$ cat src/rtl/reg_map_table_if.sv
// reg_map_table_if: dispatch, ROB-revert and checkpoint ports of the register map table
interface reg_map_table_if #(
  parameter int NUM_ARCH_REGS      = 32,
  parameter int NUM_PHYS_REGS      = 64,
  parameter int CHECKPOINT_COLUMNS = 4,
  parameter int ROB_DEPTH          = 16
);
  localparam int LOG_ARCH = $clog2(NUM_ARCH_REGS);
  localparam int LOG_PHYS = $clog2(NUM_PHYS_REGS);
  localparam int LOG_COLS = $clog2(CHECKPOINT_COLUMNS);
  localparam int LOG_ROB  = $clog2(ROB_DEPTH);
  logic                DUT_error;
  logic [LOG_ARCH-1:0] source_arch_reg_tag_A, source_arch_reg_tag_B;
  logic [LOG_PHYS-1:0] source_phys_reg_tag_A, source_phys_reg_tag_B;
  logic                rename_valid;
  logic [LOG_ARCH-1:0] rename_dest_arch_reg_tag;
  logic [LOG_PHYS-1:0] rename_new_phys_reg_tag, rename_old_phys_reg_tag;
  logic                revert_valid;
  logic [LOG_ARCH-1:0] revert_dest_arch_reg_tag;
  logic [LOG_PHYS-1:0] revert_safe_dest_phys_reg_tag, revert_speculated_dest_phys_reg_tag;
  logic                save_checkpoint_valid;
  logic [LOG_ROB-1:0]  save_checkpoint_ROB_index;
  logic [LOG_COLS-1:0] save_checkpoint_safe_column;
  logic                checkpoint_full;
  logic                restore_checkpoint_valid, restore_checkpoint_speculate_failed;
  logic [LOG_ROB-1:0]  restore_checkpoint_ROB_index;
  logic [LOG_COLS-1:0] restore_checkpoint_safe_column;
  logic                restore_checkpoint_success;
  modport master (
    input  DUT_error, source_phys_reg_tag_A, source_phys_reg_tag_B, rename_old_phys_reg_tag,
           save_checkpoint_safe_column, checkpoint_full, restore_checkpoint_success,
    output source_arch_reg_tag_A, source_arch_reg_tag_B, rename_valid, rename_dest_arch_reg_tag,
           rename_new_phys_reg_tag, revert_valid, revert_dest_arch_reg_tag,
           revert_safe_dest_phys_reg_tag, revert_speculated_dest_phys_reg_tag,
           save_checkpoint_valid, save_checkpoint_ROB_index, restore_checkpoint_valid,
           restore_checkpoint_speculate_failed, restore_checkpoint_ROB_index,
           restore_checkpoint_safe_column
  );
  modport slave (
    output DUT_error, source_phys_reg_tag_A, source_phys_reg_tag_B, rename_old_phys_reg_tag,
           save_checkpoint_safe_column, checkpoint_full, restore_checkpoint_success,
    input  source_arch_reg_tag_A, source_arch_reg_tag_B, rename_valid, rename_dest_arch_reg_tag,
           rename_new_phys_reg_tag, revert_valid, revert_dest_arch_reg_tag,
           revert_safe_dest_phys_reg_tag, revert_speculated_dest_phys_reg_tag,
           save_checkpoint_valid, save_checkpoint_ROB_index, restore_checkpoint_valid,
           restore_checkpoint_speculate_failed, restore_checkpoint_ROB_index,
           restore_checkpoint_safe_column
  );
endinterface

$ cat src/rtl/reg_map_table.sv
// reg_map_table: architectural-to-physical register map with checkpoint save/restore columns
module reg_map_table #(
  parameter int NUM_ARCH_REGS      = 32,
  parameter int NUM_PHYS_REGS      = 64,
  parameter int CHECKPOINT_COLUMNS = 4,
  parameter int ROB_DEPTH          = 16
) (
  input logic CLK,
  input logic RST,
  reg_map_table_if.slave bus
);
  localparam int LOG_ARCH = $clog2(NUM_ARCH_REGS);
  localparam int LOG_PHYS = $clog2(NUM_PHYS_REGS);
  localparam int LOG_COLS = $clog2(CHECKPOINT_COLUMNS);
  localparam int LOG_ROB  = $clog2(ROB_DEPTH);
  typedef logic [LOG_PHYS-1:0] map_t [NUM_ARCH_REGS];
  map_t                        map_q, map_d;
  map_t                        col_map_q [CHECKPOINT_COLUMNS];
  map_t                        col_map_d [CHECKPOINT_COLUMNS];
  logic [CHECKPOINT_COLUMNS-1:0] col_valid_q, col_valid_d;
  logic [LOG_ROB-1:0]          col_rob_q [CHECKPOINT_COLUMNS];
  logic [LOG_ROB-1:0]          col_rob_d [CHECKPOINT_COLUMNS];
  logic [LOG_COLS-1:0]         tail_q, tail_d;
  logic                        err_q, err_d;
  logic                        vtm, fr_req, hi;
  logic [LOG_COLS-1:0]         rcol;
  assign rcol   = bus.restore_checkpoint_safe_column;
  assign vtm    = col_valid_q[rcol] && (col_rob_q[rcol] == bus.restore_checkpoint_ROB_index);
  assign fr_req = bus.restore_checkpoint_valid & bus.restore_checkpoint_speculate_failed;
  assign hi     = bus.revert_valid | fr_req;
  assign bus.source_phys_reg_tag_A       = map_q[bus.source_arch_reg_tag_A];
  assign bus.source_phys_reg_tag_B       = map_q[bus.source_arch_reg_tag_B];
  assign bus.rename_old_phys_reg_tag     = map_q[bus.rename_dest_arch_reg_tag];
  assign bus.save_checkpoint_safe_column = tail_q;
  assign bus.checkpoint_full             = col_valid_q[tail_q];
  assign bus.DUT_error                   = err_q;
  // a failed restore pre-empted by a revert does not happen, so it reports no success
  assign bus.restore_checkpoint_success  = bus.restore_checkpoint_valid & vtm & ~(fr_req & bus.revert_valid);
  always_comb begin
    map_d       = map_q;
    col_map_d   = col_map_q;
    col_valid_d = col_valid_q;
    col_rob_d   = col_rob_q;
    tail_d      = tail_q;
    err_d       = (bus.save_checkpoint_valid & hi) | (bus.rename_valid & (hi | bus.save_checkpoint_valid));
    if (bus.restore_checkpoint_valid & ~bus.restore_checkpoint_speculate_failed & vtm)
      col_valid_d[rcol] = 1'b0;
    if (bus.revert_valid) begin
      if (bus.revert_dest_arch_reg_tag != '0) begin
        map_d[bus.revert_dest_arch_reg_tag] = bus.revert_safe_dest_phys_reg_tag;
        err_d = err_d | (map_q[bus.revert_dest_arch_reg_tag] != bus.revert_speculated_dest_phys_reg_tag);
      end
    end else if (fr_req) begin
      if (vtm) begin
        map_d             = col_map_q[rcol];
        tail_d            = rcol;
        col_valid_d       = '0;
        col_valid_d[rcol] = 1'b1;
      end
    end else if (bus.save_checkpoint_valid) begin
      col_valid_d[tail_q] = 1'b1;
      col_rob_d[tail_q]   = bus.save_checkpoint_ROB_index;
      col_map_d[tail_q]   = map_q;
      tail_d              = tail_q + 1'b1;
      err_d               = err_d | col_valid_q[tail_q];
    end else if (bus.rename_valid && bus.rename_dest_arch_reg_tag != '0) begin
      map_d[bus.rename_dest_arch_reg_tag] = bus.rename_new_phys_reg_tag;
    end
  end
  always_ff @(posedge CLK or posedge RST) begin
    if (RST) begin
      for (int i = 0; i < NUM_ARCH_REGS; i++) map_q[i] <= LOG_PHYS'(i);
      for (int c = 0; c < CHECKPOINT_COLUMNS; c++) begin
        col_rob_q[c] <= '0;
        for (int i = 0; i < NUM_ARCH_REGS; i++) col_map_q[c][i] <= '0;
      end
      col_valid_q <= '0;
      tail_q      <= '0;
      err_q       <= 1'b0;
    end else begin
      map_q       <= map_d;
      col_map_q   <= col_map_d;
      col_valid_q <= col_valid_d;
      col_rob_q   <= col_rob_d;
      tail_q      <= tail_d;
      err_q       <= err_d;
    end
  end
endmodule

$ cat src/flat_wrapper.sv
// flat-port wrapper written by rule: the top's interface ports become plain ports
module reg_map_table_flat 
#(
  parameter int NUM_ARCH_REGS      = 32,
  parameter int NUM_PHYS_REGS      = 64,
  parameter int CHECKPOINT_COLUMNS = 4,
  parameter int ROB_DEPTH          = 16
)
  (CLK, RST, bus_DUT_error, bus_source_phys_reg_tag_A, bus_source_phys_reg_tag_B, bus_rename_old_phys_reg_tag, bus_save_checkpoint_safe_column, bus_checkpoint_full, bus_restore_checkpoint_success, bus_source_arch_reg_tag_A, bus_source_arch_reg_tag_B, bus_rename_valid, bus_rename_dest_arch_reg_tag, bus_rename_new_phys_reg_tag, bus_revert_valid, bus_revert_dest_arch_reg_tag, bus_revert_safe_dest_phys_reg_tag, bus_revert_speculated_dest_phys_reg_tag, bus_save_checkpoint_valid, bus_save_checkpoint_ROB_index, bus_restore_checkpoint_valid, bus_restore_checkpoint_speculate_failed, bus_restore_checkpoint_ROB_index, bus_restore_checkpoint_safe_column);
  reg_map_table_if #(.NUM_ARCH_REGS(NUM_ARCH_REGS), .NUM_PHYS_REGS(NUM_PHYS_REGS), .CHECKPOINT_COLUMNS(CHECKPOINT_COLUMNS), .ROB_DEPTH(ROB_DEPTH)) bus_i ();
  input logic CLK;
  input logic RST;
  output wire logic [$bits(bus_i.DUT_error)-1:0] bus_DUT_error;
  output wire logic [$bits(bus_i.source_phys_reg_tag_A)-1:0] bus_source_phys_reg_tag_A;
  output wire logic [$bits(bus_i.source_phys_reg_tag_B)-1:0] bus_source_phys_reg_tag_B;
  output wire logic [$bits(bus_i.rename_old_phys_reg_tag)-1:0] bus_rename_old_phys_reg_tag;
  output wire logic [$bits(bus_i.save_checkpoint_safe_column)-1:0] bus_save_checkpoint_safe_column;
  output wire logic [$bits(bus_i.checkpoint_full)-1:0] bus_checkpoint_full;
  output wire logic [$bits(bus_i.restore_checkpoint_success)-1:0] bus_restore_checkpoint_success;
  input wire logic [$bits(bus_i.source_arch_reg_tag_A)-1:0] bus_source_arch_reg_tag_A;
  input wire logic [$bits(bus_i.source_arch_reg_tag_B)-1:0] bus_source_arch_reg_tag_B;
  input wire logic [$bits(bus_i.rename_valid)-1:0] bus_rename_valid;
  input wire logic [$bits(bus_i.rename_dest_arch_reg_tag)-1:0] bus_rename_dest_arch_reg_tag;
  input wire logic [$bits(bus_i.rename_new_phys_reg_tag)-1:0] bus_rename_new_phys_reg_tag;
  input wire logic [$bits(bus_i.revert_valid)-1:0] bus_revert_valid;
  input wire logic [$bits(bus_i.revert_dest_arch_reg_tag)-1:0] bus_revert_dest_arch_reg_tag;
  input wire logic [$bits(bus_i.revert_safe_dest_phys_reg_tag)-1:0] bus_revert_safe_dest_phys_reg_tag;
  input wire logic [$bits(bus_i.revert_speculated_dest_phys_reg_tag)-1:0] bus_revert_speculated_dest_phys_reg_tag;
  input wire logic [$bits(bus_i.save_checkpoint_valid)-1:0] bus_save_checkpoint_valid;
  input wire logic [$bits(bus_i.save_checkpoint_ROB_index)-1:0] bus_save_checkpoint_ROB_index;
  input wire logic [$bits(bus_i.restore_checkpoint_valid)-1:0] bus_restore_checkpoint_valid;
  input wire logic [$bits(bus_i.restore_checkpoint_speculate_failed)-1:0] bus_restore_checkpoint_speculate_failed;
  input wire logic [$bits(bus_i.restore_checkpoint_ROB_index)-1:0] bus_restore_checkpoint_ROB_index;
  input wire logic [$bits(bus_i.restore_checkpoint_safe_column)-1:0] bus_restore_checkpoint_safe_column;
  assign bus_DUT_error = bus_i.DUT_error;
  assign bus_source_phys_reg_tag_A = bus_i.source_phys_reg_tag_A;
  assign bus_source_phys_reg_tag_B = bus_i.source_phys_reg_tag_B;
  assign bus_rename_old_phys_reg_tag = bus_i.rename_old_phys_reg_tag;
  assign bus_save_checkpoint_safe_column = bus_i.save_checkpoint_safe_column;
  assign bus_checkpoint_full = bus_i.checkpoint_full;
  assign bus_restore_checkpoint_success = bus_i.restore_checkpoint_success;
  assign bus_i.source_arch_reg_tag_A = bus_source_arch_reg_tag_A;
  assign bus_i.source_arch_reg_tag_B = bus_source_arch_reg_tag_B;
  assign bus_i.rename_valid = bus_rename_valid;
  assign bus_i.rename_dest_arch_reg_tag = bus_rename_dest_arch_reg_tag;
  assign bus_i.rename_new_phys_reg_tag = bus_rename_new_phys_reg_tag;
  assign bus_i.revert_valid = bus_revert_valid;
  assign bus_i.revert_dest_arch_reg_tag = bus_revert_dest_arch_reg_tag;
  assign bus_i.revert_safe_dest_phys_reg_tag = bus_revert_safe_dest_phys_reg_tag;
  assign bus_i.revert_speculated_dest_phys_reg_tag = bus_revert_speculated_dest_phys_reg_tag;
  assign bus_i.save_checkpoint_valid = bus_save_checkpoint_valid;
  assign bus_i.save_checkpoint_ROB_index = bus_save_checkpoint_ROB_index;
  assign bus_i.restore_checkpoint_valid = bus_restore_checkpoint_valid;
  assign bus_i.restore_checkpoint_speculate_failed = bus_restore_checkpoint_speculate_failed;
  assign bus_i.restore_checkpoint_ROB_index = bus_restore_checkpoint_ROB_index;
  assign bus_i.restore_checkpoint_safe_column = bus_restore_checkpoint_safe_column;
  reg_map_table #(.NUM_ARCH_REGS(NUM_ARCH_REGS), .NUM_PHYS_REGS(NUM_PHYS_REGS), .CHECKPOINT_COLUMNS(CHECKPOINT_COLUMNS), .ROB_DEPTH(ROB_DEPTH)) u_core (.CLK(CLK), .RST(RST), .bus(bus_i));
endmodule
$ cat config.mk
export PLATFORM = sky130hd
export DESIGN_NAME = reg_map_table_flat
export DESIGN_NICKNAME = d
export VERILOG_FILES = /design/src/rtl/reg_map_table_if.sv /design/src/rtl/reg_map_table.sv /design/src/flat_wrapper.sv
export SDC_FILE = /design/constraint.sdc
export NUM_CORES = 2
export LEC_CHECK = 0
export CORE_ASPECT_RATIO = 0.5
export CORE_UTILIZATION = 50
export DETAILED_ROUTE_END_ITERATION = 8
export PLACE_DENSITY = 0.64
export SYNTH_ARGS = -nofsm -noshare
export SYNTH_HDL_FRONTEND = slang
export SYNTH_SLANG_ARGS = --single-unit
$ cat constraint.sdc
create_clock -name CLK -period 37.6 [get_ports CLK]
set_input_delay 5.64 -clock CLK [delete_from_list [all_inputs] [get_ports CLK]]
set_output_delay 5.64 -clock CLK [all_outputs]
set_load 0.05 [all_outputs]
==> impl_metrics.py <==
metrics = {
    "outcome": {
        "status": "complete, no violations",
    },
    "yosys": {
        "yosysUniqueCellTypes": 49,
        "async_flop_share_pct": 100,
        "synth_seq_area_share_pct": 48.0,
        "synth-main-ff-cell": "dfrtp_1",
        "ys_ff_latch": 983,
        "synth_area_sq_um": 51400,
        "syn_avg_cell_area_sq_um": 15.1,
        "ys_top_cells_by_area": "dfrtp_1 (44%), mux2_2 (18%), mux4_2 (16%), dfstp_2 (4.1%), mux2_4 (4.0%)",
        "synth.net_count": 3462,
        "synth_cells": 3403,
        "synth_edf_count": 0,
        "yosysMostFrequentCell": "dfrtp_1",
        "synth_top_area_cell": "dfrtp_1",
        "synthTopCellsByCount": "dfrtp_1 (903), mux2_2 (802), mux4_2 (366)",
        "ys_warn_count": 0,
        "synth.top_cell.area_share_pct": 43.9,
    },
    "clocking": {
        "cts_buffers": 89,
        "cts_root_buffer": "clkbuf_16",
        "clk_pin_slew_worst_paths_ns": 0.06,
        "cts-resized-gates": 0,
        "cts_max_path_buffers": 3,
        "cts_hold_buf": 0,
        "cts_setup_buffers": 0,
        "htreeDepth": 3,
        "cts_tree": "yes",
        "clk_latency_ns": 0.72,
        "cts.sinks": 983,
    },
    "timing": {
        "tightest_slew_ns": 1.31,
        "maxSlewHeadroom_pct": 12.5,
        "finalCritPeriodShare_pct": 38.7,
        "min_period_ns": 14.56,
        "setup_viol": 0,
        "grt_setup_unrepaired": "no",
        "fmax_mhz": 68.7,
        "fin_tns_setup_ns": 0,
        "drv_slew": 0,
        "skew_ns": 0.0238,
        "hold_violations": 0,
    },
    "placement": {
        "dpl.hpwl_mm": 107,
        "gp_congestion": 1.02,
        "io_buffers": 77,
        "placed_cell_area_sq_um": 53400,
    },
    "layout": {
        "multi_input_comb_area_sq_um": 25700,
        "fin_nets": 3419,
        "final_area_sq_um": 56600,
        "area_delta_synth_final_pct": 10.0,
        "layout-drive-gt1-share_pct": 48.3,
        "seq_area_sq_um": 24700,
        "filler_cell_count": 8000,
    },
    "setup_path": {
        "crit_top_cell": "clkdlybuf4s50_1",
        "crit_slowest_cell": "nor3b_1",
        "critPathKind": "in -> out",
        "worstPathCellList": "clkdlybuf4s50_1, nor3b_1, a22oi_1, nand4_1, clkdlybuf4s50_1",
        "startpoint_type": "primary input",
        "path_max_fanout": 10,
        "cp.arrival_ns": 8.92,
        "r2r_cells": 6,
        "cp.required_ns": 31.96,
        "cp-end-kind": "primary output",
        "slowest_delay_ns": 1.07,
    },
    "floorplanning": {
        "die_area_sq_um": 104000,
        "initial_core_util_pct": 50.9,
        "dieWidth_um": 456,
        "die_h_um": 229,
        "ioPinCount": 78,
        "row_count": 82,
        "core_sq_um": 101000,
    },
    "detailed_routing": {
        "routed_wl_mm": 173,
        "drt_pass1_iterations": 5,
        "vias": 34300,
        "ant_nets": 0,
        "wl_per_cell_um": 36.1,
        "drt_iter0_drc": 4226,
        "drc": 0,
        "viasPerCell": 7.16,
    },
    "job": {
        "cap_violations": 0,
    },
    "hold_path": {
        "hold_depth": 1,
        "min_path_type": "reg -> reg",
    },
    "grt": {
        "grt_pass1_vias": 34300,
        "grt_max_degree": 174,
        "grtUsageTotal_pct": 33.5,
        "grt_pass1_wl_mm": 251,
        "grt-ovfl-total": 0,
        "grt_antenna_before_repair": 8,
    },
    "power": {
        "p_per_area_nw_per_um2": 43.7,
        "p_leak_nw": 25.5,
        "p_total_mw": 2.47,
        "vdd_drop_max_mv": 0.0365,
    },
}
power by group:
part	switching, mW	internal, mW
Combinational	0.173	0.139
Clock	0.426	0.559
Sequential	0.0539	1.12
Total	0.653	1.82
registers in the layout (all words and copies together), names as in the netlist:
register,flops
u_core.bus.DUT_error,1
u_core.map_q,192
u_core.col_valid_q,4
u_core.col_rob_q,16
u_core.bus.save_checkpoint_safe_column,2
u_core.col_map_q,768
layer usage:
| metal | up-vias | part of all wire (%) | GRT usage (%) |
|---|---|---|---|
| li1 | 13300 | - | - |
| met2 | 2012 | 42 | 47.3 |
| met1 | 18500 | 41 | 47.3 |
| met5 | - | 0.013 | 0.317 |
| met4 | 2 | 5.0 | 14.6 |
| met3 | 503 | 12 | 11.0 |
critical path: cells and delay by family:
family                 cells  cell delay (ns)
and+or+nand+nor            2             1.46
AOI/OAI and AO/OA          1             0.32
buffers and inverters      2             1.49
stage by stage:
stage                     setup slack (ns)  hold WS (ns)  util, %  std cells
after global routing                 22.95         0.507     55.9       4781
final                                23.04         0.499     56.0       4794
after detailed placement             23.22         0.487     52.8       4613
after CTS                            23.21         0.501     55.9       4780
after global placement               23.26         0.481     52.8       4613
after floorplan                       4.44         0.474        -       3403
placed cells by master, fill, tap and decap left out, types with 20 or more instances in the layout:
cell type,n
a22oi_1,24
mux2_2,802
clkbuf_8,20
buf_4,65
clkbuf_16,90
dfstp_2,80
o221ai_1,186
mux2i_1,96
mux2_1,42
o22ai_1,49
nand2_1,270
mux2_4,138
dfrtp_1,903
clkdlybuf4s50_1,67
a221oi_4,27
mux4_2,366
worst paths after layout:
check / startpoint / slack, ns / endpoint
setup reg to reg: u_core.bus.save_checkpoint_safe_column[0] / 33.78 / u_core.col_map_q[236]
min in group asynchronous: RST / 5.41 / u_core.col_map_q[629]
setup / recovery: bus_rename_dest_arch_reg_tag[4] / 23.04 / bus_rename_old_phys_reg_tag[3]
hold reg to reg: u_core.col_map_q[223] / 0.50 / u_core.col_map_q[223]
max in group asynchronous: RST / 29.25 / u_core.map_q[30]
hold / removal: u_core.col_map_q[223] / 0.50 / u_core.col_map_q[223]
kinds of logic after synthesis:
| group | after synthesis | synth area share, % |
|---|---|---|
| fa+ha+maj | 4 | 0.0973 |
| flops | 983 | 48.0 |
| compound gates | 329 | 6.12 |
| simple gates | 359 | 3.15 |
| mux | 1444 | 40.4 |
| buf+inv | 280 | 2.12 |
| xor+xnor | 4 | 0.0681 |
area by class of cell:
cell class                 count  area share [%]
antenna                       14          0.0619
multi-input combinational   2140            45.4
timing repair buffer         142            2.29
inverter                       4          0.0398
clock buffer                 126            4.57
sequential                   983            43.7
clock inverter                41           0.969
tap                         1344            2.97
No activity file was read; power rests on OpenSTA's default activity.
